$ cat src/rtl/uart_tx.sv
// uart_tx: serial transmitter with valid/ready intake, optional parity and 1-2 stop bits.
module uart_tx #(
  parameter int N            = 8,
  parameter int CLKS_PER_BIT = 16,
  parameter int PARITY_EN    = 0,
  parameter int PARITY_ODD   = 0,
  parameter int STOP_BITS    = 1
) (
  input  logic         clk_i,
  input  logic         rst_i,
  input  logic [N-1:0] data_i,
  input  logic         valid_i,
  output logic         ready_o,
  output logic         tx_o,
  output logic         busy_o,
  output logic         done_o
);
  localparam logic [2:0] IDLE   = 3'd0;
  localparam logic [2:0] START  = 3'd1;
  localparam logic [2:0] DATA   = 3'd2;
  localparam logic [2:0] PARITY = 3'd3;
  localparam logic [2:0] STOP   = 3'd4;
  localparam int CW = $clog2(CLKS_PER_BIT);
  localparam int BW = $clog2(N);
  logic [2:0]    state;
  logic [CW-1:0] cnt;
  logic [BW-1:0] bit_idx;
  logic [N-1:0]  shreg;
  logic          tx, done, bit_end;
  assign bit_end = cnt == CW'(CLKS_PER_BIT - 1);
  assign ready_o = state == IDLE;
  assign busy_o  = !ready_o;
  assign tx_o    = tx;
  assign done_o  = done;
  // bit_idx walks data bits, then is reused to count stop bits
  always_ff @(posedge clk_i) begin
    if (rst_i) begin
      state   <= IDLE;
      cnt     <= '0;
      bit_idx <= '0;
      shreg   <= '0;
      tx      <= 1'b1;
      done    <= 1'b0;
    end else begin
      done <= 1'b0;
      cnt  <= (state == IDLE || bit_end) ? '0 : cnt + 1'b1;
      case (state)
        IDLE: if (valid_i) begin
          state <= START;
          shreg <= data_i;
          tx    <= 1'b0;
        end
        START: if (bit_end) begin
          state <= DATA;
          tx    <= shreg[0];
        end
        DATA: if (bit_end) begin
          if (bit_idx == BW'(N - 1)) begin
            bit_idx <= '0;
            state   <= (PARITY_EN != 0) ? PARITY : STOP;
            tx      <= (PARITY_EN != 0) ? (^shreg) ^ (PARITY_ODD != 0) : 1'b1;
          end else begin
            bit_idx <= bit_idx + 1'b1;
            tx      <= shreg[bit_idx + 1'b1];
          end
        end
        PARITY: if (bit_end) begin
          state <= STOP;
          tx    <= 1'b1;
        end
        STOP: if (bit_end) begin
          if (bit_idx == BW'(STOP_BITS - 1)) begin
            bit_idx <= '0;
            state   <= IDLE;
            done    <= 1'b1;
          end else begin
            bit_idx <= bit_idx + 1'b1;
          end
        end
        default: begin
          state <= IDLE;
          tx    <= 1'b1;
        end
      endcase
    end
  end
endmodule

$ cat config.mk
export PLATFORM = sky130hd
export DESIGN_NAME = uart_tx
export DESIGN_NICKNAME = d
export VERILOG_FILES = /design/src/rtl/uart_tx.sv
export SDC_FILE = /design/constraint.sdc
export NUM_CORES = 1
export LEC_CHECK = 0
export CAP_MARGIN = 10
export CELL_PAD_IN_SITES_DETAIL_PLACEMENT = 1
export CELL_PAD_IN_SITES_GLOBAL_PLACEMENT = 2
export CORE_MARGIN = 2
export CORE_UTILIZATION = 31
export DETAILED_ROUTE_END_ITERATION = 10
export PLACE_DENSITY = 0.79
export SLEW_MARGIN = 30
export SYNTH_ARGS = -nofsm -noshare
export SYNTH_HDL_FRONTEND = slang
export SYNTH_SLANG_ARGS = --single-unit
$ cat constraint.sdc
create_clock -name clk_i -period 2.1 [get_ports clk_i]
set_input_delay 0.525 -clock clk_i [delete_from_list [all_inputs] [get_ports clk_i]]
set_output_delay 0.525 -clock clk_i [all_outputs]
set_load 0.02 [all_outputs]
==> impl_metrics.json <==
{
  "cap_violations": 0,
  "synth_top_area_share_pct": 41.2,
  "die_area_um2": 3600,
  "synth_area_um2": 971,
  "drt-pass1-iter-count": 2,
  "crit_family": "flip-flops",
  "synthesis.nets": 126,
  "finalHoldViolCount": 0,
  "status": "complete, no violations",
  "setup_viol": 0,
  "wl_per_cell_um": 13.4,
  "syn2layout_area_growth_pct": 23.7,
  "cts_root_buffer": "clkbuf_4",
  "path_max_fanout": 8,
  "critPathKind": "reg2out",
  "max_freq_mhz": 510,
  "clk_pin_slew_worst_paths_ns": 0.12,
  "start_kind": "flip-flop",
  "worst_pin_slew_ns": 0.358,
  "period_needed_ns": 1.96,
  "postRouteAntennaNets": 0,
  "tns_ns": 0,
  "ys_seq_area_share_pct": 41.2,
  "worst_setup_path_end_kind": "output pin",
  "fin_area_um2": 1200,
  "path_cells": "nor3_4 -> inv_1 -> dlygate4sd2_1",
  "cts_setup_buffers": 0,
  "antenna_cells": 0,
  "crit_slowest_cell": "dfxtp_1",
  "clock_latency_ns": 0.30,
  "drt_first_iter_violations": 10,
  "synth_ff_type": "dfxtp_1",
  "fp.dieW_um": 60.0,
  "hold_class": "reg2reg",
  "groute.usage.overall_pct": 14.9,
  "required_ns": 1.57,
  "rsz0062_at_grt": "no",
  "yosys_warnings": 0,
  "drive_above_1_share_pct": 12.5,
  "vias": 820,
  "cts_num_sinks": 20,
  "gp_congestion": 0.714,
  "setup_ws_ns": 0.139,
  "holdBufCountCts": 0,
  "grt_overflow": 0,
  "grt_pass1_wl_mm": 3.90,
  "p_leak_nw": 0.448,
  "ios": 15,
  "cts_made_buffers": 3,
  "syn_avg_cell_area_um2": 8.75,
  "synth_area_leaders": "dfxtp_1 (41%), nand2_1 (7.7%), a21oi_1 (6.2%)",
  "dieHeight_um": 60.0,
  "async_flop_share_pct": 0,
  "row_count": 20,
  "coreArea_um2": 3030,
  "drc": 0,
  "synth-edff-count": 0,
  "postRouteWirelength_mm": 2.30,
  "cts.path.max_buffers": 2,
  "vdd_drop_max_mv": 0.305,
  "finalMaxSlewViolations": 0,
  "cts_tree": "built",
  "grt_pass1_vias": 839,
  "whs_ns": 0.461,
  "crit_buf_inv": 2,
  "start_util_pct": 32.1,
  "yosys.area.top_type": "dfxtp_1",
  "dpl_cell_area_um2": 1170,
  "post_drt_via_cell_ratio": 4.77,
  "synthCells": 111,
  "skew_ns": 0.0125,
  "antenna_found_initial": 0,
  "postCtsResizedCells": 2,
  "max_stage_delay_ns": 0.44,
  "pre_cts_slack_ns": 0.253,
  "p_per_area_nw_per_um2": 602,
  "dp_hpwl_mm": 1.82,
  "num-nets-final": 144,
  "period_share_pct": 93.4,
  "cts_htree_levels": 1,
  "portBuffers": 14,
  "final_cell_mix": "nand2_1 (20), dfxtp_1 (20), a21oi_1 (12), clkdlybuf4s50_1 (12), nor2_1 (9)",
  "synth_cell_type_count": 38,
  "ys_ff_latch": 20,
  "grt_max_degree": 12,
  "cp.arrival_ns": 1.44,
  "timing.slew.headroom_pct": 76.1
}
## cell type report
class	count	area, µm²
Sequential cell	20	400
Fill cell	378	1830
Timing Repair Buffer	19	175
Inverter	5	18.8
Multi-Input combinational cell	80	515
Clock buffer	4	36.3
Tap cell	44	55.1
## state kept, by name, indices dropped and copies added (netlist names)
register and flops:
bit_idx 3, cnt 4, shreg 8, done_o 1, tx_o 1, state 3
## per-stage QoR
stage	instances	total power [mW]	utilization [%]
3_3_place_gp	168	0.505	38.6
2_1_floorplan	111	0.462	-
4_1_cts	172	0.734	39.7
6_report	172	0.723	39.7
5_1_grt	172	0.761	39.7
3_5_place_dp	168	0.510	38.6
## routing by layer
layer	GRT usage (%)	up-vias	share of wire [%]
li1	-	419	-
met1	17.9	386	46
met2	25.9	11	50
met3	2.81	4	2.3
met4	5.71	0	1.4
met5	0	-	0
## power breakdown
part           switching, mW  internal, mW  leakage, nW
clock                  0.120         0.106       0.0210
combinational         0.0482        0.0448        0.263
sequential           0.00924         0.394        0.163
total                  0.178         0.545        0.448
## logic make-up after synthesis
logic type,share of synthesized area [%]
AO/OA/AOI/OAI,13.7
XOR/XNOR,2.71
buffers and inverters,5.67
adder cells (fa/ha/maj),5.15
multiplexers,6.57
AND/OR/NAND/NOR,25.0
flip-flops,41.2
## cell usage after synthesis, types with 2 or more instances
master	instances
inv_1	5
buf_2	2
nor3_1	3
ha_1	4
nand3_1	4
nor2_1	9
nand2_1	20
dfxtp_1	20
a21oi_1	12
mux2i_1	3
xnor2_1	2
## path summary, 6_finish.rpt
check / startpoint / endpoint / slack [ns] / depth (start not counted)
setup / recovery: state[2] / busy_o / 0.14 / 3
hold / removal: cnt[0] / cnt[0] / 0.46 / 1
setup reg to reg: bit_idx[0] / tx_o / 0.33 / 6
hold reg to reg: cnt[0] / cnt[0] / 0.46 / 1
(Power assumes the default switching activity.)
==> variant 1: new RTL, same settings <==
Set the parameter `N` to 16 (it was 8).
--- a/src/rtl/uart_tx.sv
+++ b/src/rtl/uart_tx.sv
@@ -1,6 +1,6 @@
 // uart_tx: serial transmitter with valid/ready intake, optional parity and 1-2 stop bits.
 module uart_tx #(
-  parameter int N            = 8,
+  parameter int N            = 16,
   parameter int CLKS_PER_BIT = 16,
   parameter int PARITY_EN    = 0,
   parameter int PARITY_ODD   = 0,
Interface: changed (resized data_i); port bits go from 15 to 23. The function was not compared with the original's and may differ.
==> variant 1 against the original RTL <==
Synthesized area increased by 57%. Sequential power increased by 47%. Worst setup slack got worse by 0.021 ns. Clock power increased to 2.6 times the old value. Cell area increased by 67%. Power increased by 88%. Core utilization increased by 2.8 points. Sequential cell count increased by 9. Wire length increased by 74%. Critical path type is now flop to flop.
==> variant 1: results <==
[clocking]
path_clk_slew_ns = 0.07
cts.htree.levels = 2
clk_latency_ns = 0.28
root_buffer = "clkbuf_8"
cts_inserted_buffers = 5

[placement]
preCtsSetupSlack_ns = -0.1615
dpl.cell_count = 280
place_hpwl_um = 2993
dpl_cell_area_mm2 = 0.001877

[power_and_ir_drop]
leakage_nw = 0.7372
p_seq_share_pct = 43.6
combPwrFrac_pct = 12.3
pwr_density_cell_mw_per_mm2 = 676.5
worst_ir_drop_vdd_mv = 0.2836

[worst_setup_path]
startpoint = "bit_idx[0]$_SDFFE_PP0P_"
crit_path_top_delay_cell = "mux4_2"
r2r_slack_ns = 0.12
cp.arrival_ns = 2.15
cp_max_fo = 6
cp_top_family = "compound AO/OA/AOI/OAI gates"

[final_layout]
drive_above_1_share_pct = 16.67
nets = 243

[logic_synthesis]
yosys-top-cells-count = "nand2_1, dfxtp_1, a21oi_1"
synth_nets = 213
synthTopCellsByArea = "dfxtp_1, nand2_1, a21oi_1, mux4_2, nor2_1"
synth_cell_types = 44

[route]
wire_per_inst_um = 13.85
drt_pre_antenna_iters = 4

[global_routing]
use_met1_pct = 19.02
grtUsageMet3_pct = 4.065
met2_usage_pct = 30.46
grt_max_degree = 18

[sta]
skew_ns = 0.009718
hold_ws_ns = 0.4494
timing.final.crit_share_pct = 94.39
slew_headroom_pct = 67.97

[outcome]
status = "completed"
[variant 1: layer usage]
layer	wire length [um]	vias to the layer above
li1	-	724
met5	0	-
met2	2111	21
met4	22	0
met1	1765	703
met3	104	2
[variant 1: how the worst min path moves through the flow]
stage	startpoint	end
global placement	cnt[0]$_SDFF_PP0_	cnt[0]$_SDFF_PP0_
CTS	cnt[0]$_SDFF_PP0_	cnt[0]$_SDFF_PP0_
global route	shreg[6]$_SDFFE_PP0P_	shreg[6]$_SDFFE_PP0P_
detailed placement	cnt[0]$_SDFF_PP0_	cnt[0]$_SDFF_PP0_
floorplan	cnt[0]$_SDFF_PP0_	cnt[0]$_SDFF_PP0_
finish	cnt[0]$_SDFF_PP0_	cnt[0]$_SDFF_PP0_
[variant 1: cells by family after synthesis]
logic type,share of synthesized area (%)
compound gates,17.04
xor+xnor,1.729
fa+ha+maj,3.128
buf+inv,6.502
flops,38.19
mux,7.819
simple gates,25.60
[variant 1: timing repair]
| action | in CTS | in global routing |
|---|---|---|
| buffers inserted | 0 | 1 |
| endpoints found under the setup margin | 2 | 1 |
| pin swaps | 0 | 2 |
| resized for setup | 2 | 3 |
[variant 1: worst reg2reg max path, stage by stage, from the launching register on]
cell and delay, ns:
dfxtp_2 0.35, inv_4 0.05, ha_4 0.31, mux4_2 0.54, a221oi_2 0.28, a21oi_1 0.08, o31a_1 0.29
[variant 1: area by class of cell]
type,count,area [um2]
Clock inverter,1,30.03
Sequential cell,29,583.1
Multi-Input combinational cell,141,859.6
Fill cell,569,2718
Inverter,6,25.02
Clock buffer,7,86.33
Tap cell,67,83.83
Timing Repair Buffer,38,337.8
==> variant 2: new RTL, config.mk and constraints unchanged <==
Made on the original files. Register the output `tx_o` once more; this adds one clock of latency there. The other outputs are not delayed to match.
--- a/src/rtl/uart_tx.sv
+++ b/src/rtl/uart_tx.sv
@@ -30,7 +30,9 @@
   assign bit_end = cnt == CW'(CLKS_PER_BIT - 1);
   assign ready_o = state == IDLE;
   assign busy_o  = !ready_o;
-  assign tx_o    = tx;
+  always_ff @(posedge clk_i) begin
+    tx_o <= tx;
+  end
   assign done_o  = done;
   // bit_idx walks data bits, then is reused to count stop bits
   always_ff @(posedge clk_i) begin
Behaviour: not the same (a bounded check fails within 4 cycles, from zero or initial values and one cycle with rst_i high).
==> variant 2 against the original RTL <==
Synthesized area down 1.4%. Register-to-register slack lost 0.10 ns. Highest routed layer unchanged. Largest power group unchanged. Worst setup slack better by 0.088 ns. Wire length down 3.8%. Sequential cell count rose by 1. Power is 1.6% lower. Clock skew down 0.0098 ns. Cell area fell by 3.1%.
==> variant 2: results <==
[final_layout]
diodes = 0
fill_cells = 359
nets = 141
drive_above_1_share_pct = 8.800
largest_register_ff_count = 8

[worst_setup_path]
startpoint = "state[1]$_SDFFE_PP0P_"
r2r_start = "bit_idx[0]$_SDFFE_PP0P_"
required_ns = 1.57
r2r_cells = 6
cp_max_fo = 5
r2r_end = "tx$_SDFFE_PP1P_"
r2r_slack_ns = 0.23

[logic_synthesis]
syn_area_per_cell_um2 = 8.702
synth_top_family_by_area = "simple AND/OR/NAND/NOR gates"
ys_warn_count = 0
synthAdderAreaFrac_pct = 5.229
synth_compound_area_share_pct = 14.25
yosys-top-cells-count = "dfxtp_1, nand2_1, a21oi_1"
synth_cell_types = 34
synth_ff_type = "dfxtp_1"
synth_mux_area_share_pct = 5.752
synth_xor_area_share_pct = 2.745
synth_nets = 125
synthTopCellsByArea = "dfxtp_1, nand2_1, a21oi_1, ha_1, mux4_2"
seq_area_frac_synth_pct = 43.92
async_flop_share_pct = 0

[power_and_ir_drop]
leakage_nw = 0.4366
worst_ir_drop_vdd_mv = 0.2308
p_int_mw = 0.5327

[route]
drt_iter0_drc = 11
viasPerCell = 5.120
wire_per_inst_um = 14.02
routed_wl_um = 2215
route.detailed.drc = 0
drt_pre_antenna_iters = 4

[hold_path]
hold_start = "tx$_SDFFE_PP1P_"
min_path_cells = 0
holdPathEnd = "tx_o$_DFF_P_"
hold_path.class = "flop to flop"

[placement]
gp_congestion = 0.8887
place_hpwl_um = 1779
dpl.cell_count = 154

[global_routing]
grt_pass1_wl_um = 3774
grt_max_degree = 12
grt_use_total_pct = 14.60
grt_pass1_vias = 822

[clocking]
cts.htree.levels = 1
root_buffer = "clkbuf_4"
path_clk_slew_ns = 0.11
cts_resized = 4

[sta]
skew_ns = 0.002704
slew_headroom_pct = 76.68

[outcome]
status = "completed"
==> variant 2: through the flow <==
stage          hold slack [ns]  utilization (%)  setup WS [ns]  cell area, um2
3_5_place_dp            0.3557            37.71         0.2009            1132
3_3_place_gp            0.3512            37.71         0.2328            1132
6_report                0.3767            38.75         0.2270            1164
5_1_grt                 0.3797            38.75         0.1045            1164
4_1_cts                 0.3718            38.75         0.1931            1164
2_1_floorplan           0.3319                -         0.3508           957.2
==> variant 2: kinds of logic (layout without fill, tap and decap cells) <==
group / Yosys count / count (layout)
AO/OA/AOI/OAI: 22 / 22
XOR/XNOR: 3 / 3
adder cells (fa/ha/maj): 4 / 4
buffers and inverters: 12 / 27
flip-flops: 21 / 21
multiplexers: 3 / 3
AND/OR/NAND/NOR: 45 / 45
==> variant 2: critical path: stages (launching register included) <==
cell and delay, ns:
dfxtp_1 0.35, nor3_4 0.26, inv_1 0.10, dlygate4sd2_1 0.33
==> variant 2: area by class of cell <==
cell class              instances  area share [%]
well taps                      33           3.548
flip-flops and latches         21           36.24
inverters                       6           1.935
repair buffers                 17           13.76
multi-input cells              77           42.26
clock buffers                   4           2.258
==> variant 2: per-layer routing <==
layer	wire length, um	global-route usage, %	up-vias
li1	-	-	409
met5	0	0	-
met4	32	6.667	0
met2	1147	26.37	14
met3	64	3.275	4
met1	971	16.09	382
==> variant 2: power groups by stage <==
stage / clock [mW] / sequential, mW / combinational (mW)
after global routing: 0.226 / 0.433 / 0.0949
after floorplan: 0 / 0.432 / 0.0498
after CTS: 0.208 / 0.430 / 0.0869
final: 0.197 / 0.429 / 0.0846
after global placement: 0 / 0.437 / 0.0862
after detailed placement: 0 / 0.438 / 0.0887
